File: src/rtl/sync_fifo_v2.sv
// sync_fifo_v2: single-clock FIFO with selectable standard/FWFT read mode,
// occupancy count, almost-full/almost-empty flags and sticky error flags.
module sync_fifo_v2 #(
  parameter int DATA_WIDTH    = 8,
  parameter int DEPTH         = 16,
  parameter int ADDR_WIDTH    = $clog2(DEPTH),
  parameter bit FWFT          = 1'b0,
  parameter int AFULL_THRESH  = DEPTH - 2,
  parameter int AEMPTY_THRESH = 2
) (
  input  logic                  clk,
  input  logic                  rst,
  input  logic                  wr_en,
  input  logic [DATA_WIDTH-1:0] din,
  output logic                  full,
  output logic                  almost_full,
  input  logic                  rd_en,
  output logic [DATA_WIDTH-1:0] dout,
  output logic                  rd_valid,
  output logic                  empty,
  output logic                  almost_empty,
  output logic [ADDR_WIDTH:0]   count,
  output logic                  overflow,
  output logic                  underflow,
  input  logic                  clr_err
);

  localparam int CW = ADDR_WIDTH + 1;
  localparam logic [CW-1:0] DEPTH_C = CW'(DEPTH);
  localparam logic [CW-1:0] AF_C    = CW'(AFULL_THRESH);
  localparam logic [CW-1:0] AE_C    = CW'(AEMPTY_THRESH);

  logic [DATA_WIDTH-1:0] mem [DEPTH];
  logic [ADDR_WIDTH-1:0] wr_ptr;
  logic [ADDR_WIDTH-1:0] rd_ptr;
  logic [CW-1:0]         count_q;
  logic                  overflow_q;
  logic                  underflow_q;
  logic                  wr_acc;
  logic                  rd_acc;

  // Status flags come from the registered count only, so they lag the accepting edge by one cycle.
  assign full         = (count_q == DEPTH_C);
  assign empty        = (count_q == '0);
  assign almost_full  = (count_q >= AF_C);
  assign almost_empty = (count_q <= AE_C);
  assign count        = count_q;
  assign overflow     = overflow_q;
  assign underflow    = underflow_q;

  // Acceptance uses pre-edge full/empty: a same-cycle pop never makes room for a push, and vice versa.
  assign wr_acc = wr_en && !full;
  assign rd_acc = rd_en && !empty;

  // Pointer and occupancy bookkeeping; pointers wrap naturally since DEPTH is a power of two.
  always_ff @(posedge clk) begin
    if (rst) begin
      wr_ptr  <= '0;
      rd_ptr  <= '0;
      count_q <= '0;
    end else begin
      if (wr_acc) wr_ptr <= wr_ptr + ADDR_WIDTH'(1);
      if (rd_acc) rd_ptr <= rd_ptr + ADDR_WIDTH'(1);
      if (wr_acc && !rd_acc)      count_q <= count_q + CW'(1);
      else if (rd_acc && !wr_acc) count_q <= count_q - CW'(1);
    end
  end

  // Storage array; left unreset because contents are only observable through the pointers.
  always_ff @(posedge clk) begin
    if (!rst && wr_acc) mem[wr_ptr] <= din;
  end

  // Sticky error flags; a new error in the same cycle as clr_err wins.
  always_ff @(posedge clk) begin
    if (rst) begin
      overflow_q  <= 1'b0;
      underflow_q <= 1'b0;
    end else begin
      if (wr_en && full)  overflow_q <= 1'b1;
      else if (clr_err)   overflow_q <= 1'b0;
      if (rd_en && empty) underflow_q <= 1'b1;
      else if (clr_err)   underflow_q <= 1'b0;
    end
  end

  if (FWFT) begin : g_fwft
    // Head word is presented combinationally; zero while empty keeps dout defined after reset.
    assign rd_valid = !empty;
    assign dout     = empty ? '0 : mem[rd_ptr];
  end else begin : g_std
    logic [DATA_WIDTH-1:0] dout_q;
    logic                  rd_valid_q;

    // Registered read: data lands one cycle after the accepted rd_en and then holds.
    always_ff @(posedge clk) begin
      if (rst) begin
        dout_q     <= '0;
        rd_valid_q <= 1'b0;
      end else begin
        rd_valid_q <= rd_acc;
        if (rd_acc) dout_q <= mem[rd_ptr];
      end
    end

    assign rd_valid = rd_valid_q;
    assign dout     = dout_q;
  end

endmodule

File: config.mk
export PLATFORM = sky130hd
export DESIGN_NAME = sync_fifo_v2
export DESIGN_NICKNAME = d
export VERILOG_FILES = /design/src/rtl/sync_fifo_v2.sv
export SDC_FILE = /design/constraint.sdc
export NUM_CORES = 1
export LEC_CHECK = 0
export BUFFER_PORTS_ARGS = -buffer_cell sky130_fd_sc_hd__buf_4
export CORE_MARGIN = 1.5
export CORE_UTILIZATION = 54
export CTS_CLUSTER_DIAMETER = 40
export CTS_CLUSTER_SIZE = 24
export DETAILED_ROUTE_END_ITERATION = 16
export PLACE_DENSITY = 0.81
export SYNTH_ARGS = -nofsm -noshare
export SYNTH_HDL_FRONTEND = slang
export SYNTH_SLANG_ARGS = --single-unit
File: constraint.sdc
create_clock -name clk -period 2.9 [get_ports clk]
set_clock_uncertainty 0.2 [all_clocks]
set_input_delay 0.145 -clock clk [delete_from_list [all_inputs] [get_ports clk]]
set_output_delay 0.145 -clock clk [all_outputs]
set_load 0.005 [all_outputs]
### Yosys cells after proc, flatten, opt, wreduce, memory -nomap -nowiden

Memories as Yosys holds them, arrays and structs flattened. A register that Yosys moved wholly into a read port is not among the register bits.
Cells that the tools add are included.

| word-level totals | value |
|---|---|
| register bits after elaboration | 16 |
| logic and storage cells | 37 |
| bits of input ports | 13 |
| memory bits (writable) | 128 |
| memories | 1 |

| operators by class | value |
|---|---|
| $lt $le $gt $ge | 2 |
| $add $sub $neg | 4 |
| reductions and logical operators | 16 |
| mux-type cells | 7 |
| equal/unequal tests | 1 |

Memory list:

| memory | words | width | read ports | clocked after memory_dff | wr ports | line | RTL |
|---|---|---|---|---|---|---|---|
| mem | 16 | 8 | 1 | 1 | 1 | 33 | `logic [DATA_WIDTH-1:0] mem [DEPTH];` |

Operators by type and width:

| operator | count |
|---|---|
| 2-to-1 mux 5 bit | 2 |
| adder 4 x 1 -> 4 bit (second input constant) | 2 |
| logical AND 1 bit | 7 |
| nonzero test 2 bit | 3 |
| adder 5 x 1 -> 5 bit (second input constant) | 1 |
| == test 5 bit (second input constant) | 1 |
| >= comparator 5 x 4 -> 1 bit (second input constant) | 1 |
| less-or-equal comparator 5 x 2 -> 1 bit (second input constant) | 1 |
| logical NOT 1 bit | 5 |
| logical NOT 5 bit | 1 |
| 2-to-1 mux 1 bit | 5 |
| subtractor 5 x 1 -> 5 bit (second input constant) | 1 |

### Depth between registers and ports, before layout

| logic depth | value |
|---|---|
| depth in word-level cells | 7 |
| depth in mapped cells | 11 |

### Worst setup path after synthesis

Ideal clock, no wire load.

| path | value |
|---|---|
| kind | reg-to-reg |
| start | reg count_q[0], in the netlist count[0] |
| end | reg count_q[4], in the netlist count[4] |
| period minus slack after synthesis | 3.004 ns |
| data arrival time | 2.683 ns |
| path buffers | 0 |
| library setup time | 0.121 ns |
| data required time | 2.579 ns |
| path slack | -0.104 ns |
| cell stages (with the launch flop) | 11 |
| cells stage by stage | dfxtp_1 nor4_1 a21boi_2 inv_1 ha_1 inv_1 fa_1 a21o_1 a21oi_1 mux2i_1 mux2_2 |

| on the way | value |
|---|---|
| cells in the longest elaborated chain, start to end | 6 |
| elaborated cells between the ends (all ways) | 15 |

Ends and longest elaborated chain:

| element | line | RTL |
|---|---|---|
| start, declared | 36 | `logic [CW-1:0] count_q;` |
| start signal, assigned | 64 | `if (wr_acc && !rd_acc) count_q <= count_q + CW'(1);` |
| start signal, assigned | 65 | `else if (rd_acc && !wr_acc) count_q <= count_q - CW'(1);` |
| parallel branches: the longest is 6 deep, another holds subtractor 5 x 1 -> 5 bit | -- |  |

Parallel ways; which one is timed is not known. The select of a mux whose other input is x is not followed.
A chain may end at the register's enable or synchronous reset.

### Worst setup path after layout

| path | value |
|---|---|
| start | reg count_q[3], in the netlist count[3] |
| end | reg count_q[4], in the netlist count[4] |

Same word-level chain as after synthesis.

==> flow_summary.toml <==
[outcome]
status = "finished clean"

[clock_network]
cts_max_path_buffers = 2
clk_latency_ps = 420
cts_sinks = 152
path_clk_slew_ps = 60
ctsHtreeMaxLevel = 4
cts_tree = "built"
cts_root_buffer = "clkbuf_16"
cts_buffers = 17

[sta]
worstMarginPinSlew_ps = 802
final-hold-violation-count = 0
rsz0062_at_grt = "false"
setup_viol = 0
whs_ps = 301
fmax_mhz = 361
fin_setup_tns_ps = 0
max_slew_margin_pct = 46.4
post-route-period-util_pct = 95.5
drv_slew = 0
min_period_ps = 2770

[synthesis]
synth-edff-count = 128
synth_cells = 400
ys.flop_type = "edfxtp_1"
syn_nets = 423
syn-cell-area_um2 = 6120
synth_cell_types = 34
synth_top_area_share_pct = 62.8
synth-seq-cells = 152
yosys.area.top_type = "edfxtp_1"
synthArstFlopShare_pct = 0
yosys_warnings = 0
yosysSeqAreaShare_pct = 70.7
yosys-top-cells-area = "edfxtp_1 (63%), mux2i_1 (11%), dfxtp_1 (7.9%)"
postSynthAreaPerCell_um2 = 15.3

[floorplanning]
fp.dieH_um = 109
io_pins = 33
start_util_pct = 56.0
die_width_um = 109
core_area_um2 = 10900
rows = 38
dieArea_um2 = 12000

[setup_path]
crit_required_ps = 3010
cp.arrival_ps = 2880
crit_path_end_kind = "flop"
cp-start-kind = "flop"
max_stage_delay_ps = 370
worstSetupPathType = "reg2reg"
crit_path_cell_trace = "nor4_4 -> a21boi_2 -> inv_1 -> ha_1 -> inv_2 -> fa_2 -> a21o_1 -> a21oi_1 -> mux2i_1 -> mux2_2"
critPathBufInv = 2
crit_start = "count[3]$_SDFFE_PP0P_"
cp_max_fo = 5
slowest_stage = "nor4_4"
path_delay_family = "multiplexers"
reg2reg_from = "count[3]$_SDFFE_PP0P_"

[worst_hold_path]
hold_start = "dout[0]$_SDFFE_PP0P_"
min_path_type = "reg2reg"

[grt]
antenna_found_initial = 0
grt_max_degree = 35
grt_pass1_vias = 3526
grt_pass1_wl_um = 19000
grt_use_total_pct = 22.4
grt_overflow_total = 0

[layout]
area_growth_syn_to_layout_pct = 19.3
drive_gt1_share_pct = 19.1
fillers = 766
nNetsFinal = 486
antenna_cells = 0
final_cells = 616
fin_area_um2 = 7300

[pwr]
vdd_ir_drop_max_v = 0.000430
power.density_nw_per_um2 = 825
p_leak_uw = 0.00242

[drt]
dr.max_layer_used = "met4"
wl_per_cell_um = 20.4
drtPass1Iterations = 5
wl_met2_um = 6270
ant_nets = 0
vias = 3579
routed_wirelength_um = 12600
route.layer.met1.wl_um = 5550
routed_via_density = 5.81
drc = 0
drt_iter0_drc = 255
wl_met3_um = 464

[place]
placed_area_um2 = 6590
hpwlAfterDp_um = 7940
portBuffers = 32
place.gp.congestion = 0.777
place_inst = 570

[job]
maxCapViolCount = 0
## worst reg2reg max path, stage by stage, from the launching register on
cell,delay (ps)
dfxtp_1,340
nor4_4,370
a21boi_2,100
inv_1,100
ha_1,180
inv_2,80
fa_2,360
a21o_1,190
a21oi_1,170
mux2i_1,230
mux2_2,350
## worst paths after layout
kind                                end  slack (ps)  cells after the start
setup / recovery  count[4]$_SDFFE_PP0P_         130                     10
hold / removal     dout[0]$_SDFFE_PP0P_         300                      2
setup reg to reg  count[4]$_SDFFE_PP0P_         130                     10
hold reg to reg    dout[0]$_SDFFE_PP0P_         300                      2
## final cells by class
cell class	count	area [um2]	share of cell area, %
Inverter	6	22.5	0.308
Sequential cell	152	4330	59.3
Clock buffer	19	433	5.93
Clock inverter	13	120	1.64
Timing Repair Buffer	66	541	7.40
Tap cell	140	175	2.40
Multi-Input combinational cell	220	1680	23.0
## power by group
| part | internal, uW | total [uW] | switching [uW] | leakage, uW |
|---|---|---|---|---|
| Sequential | 2500 | 2620 | 119 | 0.00135 |
| Combinational | 633 | 1360 | 723 | 0.000808 |
| Clock | 1190 | 2050 | 866 | 0.000261 |
## sequential cells by signal, indices dropped and copies added (netlist names)
register	count
count	5
overflow	1
rd_ptr	4
wr_ptr	4
dout	8
underflow	1
rd_valid	1
mem	128
## cell usage after synthesis, types with 6 or more instances
cell / instances
nor4_1: 9
dfxtp_1: 24
ha_1: 9
nand2_1: 7
xor2_1: 6
inv_1: 6
o22ai_1: 32
clkbuf_1: 7
buf_2: 8
a211oi_1: 8
nor2_1: 45
edfxtp_1: 128
mux2i_1: 67
## through the flow
step                total power (uW)  util [%]  setup WS (ps)
finish                          6030      66.8            129
global placement                3850      60.2            103
CTS                             6010      66.6           59.0
global route                    6270      66.8         0.0735
floorplan                       3420         -           17.5
detailed placement              3920      60.2           4.19
## timing repair
action	CTS	global route
resized for setup	1	3
setup endpoints to repair	1	1
gates cloned	0	0
hold buffers	13	0
hold endpoints to repair	151	0
buffers inserted	0	1
pin swaps	0	1
## layout by cell type, fill, tap and decap left out, drive strengths merged, types with 6 or more instances in the layout
| cell | Yosys | routed |
|---|---|---|
| nor2 | 45 | 45 |
| o22ai | 32 | 32 |
| dlygate4sd3 | 0 | 13 |
| dfxtp | 24 | 24 |
| clkbuf | 8 | 19 |
| xor2 | 6 | 6 |
| inv | 6 | 10 |
| ha | 9 | 9 |
| mux2i | 67 | 67 |
| buf | 14 | 53 |
| nor4 | 9 | 9 |
| edfxtp | 128 | 128 |
| a211oi | 8 | 8 |
| nand2 | 7 | 7 |
## kinds of logic after synthesis
kind of cell               after synthesis  share of synthesized area, %
AOI/OAI and AO/OA                       56                          6.42
xor gates and xnor gates                 9                          1.29
adders and majority gates               10                          2.17
buffers and inverters                   28                          2.33
DFF                                    152                          70.7
muxes                                   68                          11.1
and+or+nand+nor                         77                          5.99
## layer usage
| metal | track usage (%) | up-vias |
|---|---|---|
| met3 | 4.09 | 23 |
| met2 | 35.9 | 89 |
| met4 | 10.5 | 0 |
| met1 | 29.9 | 1799 |
| met5 | 0 | - |
| li1 | - | 1668 |
Power figures use the tool's default switching activity.
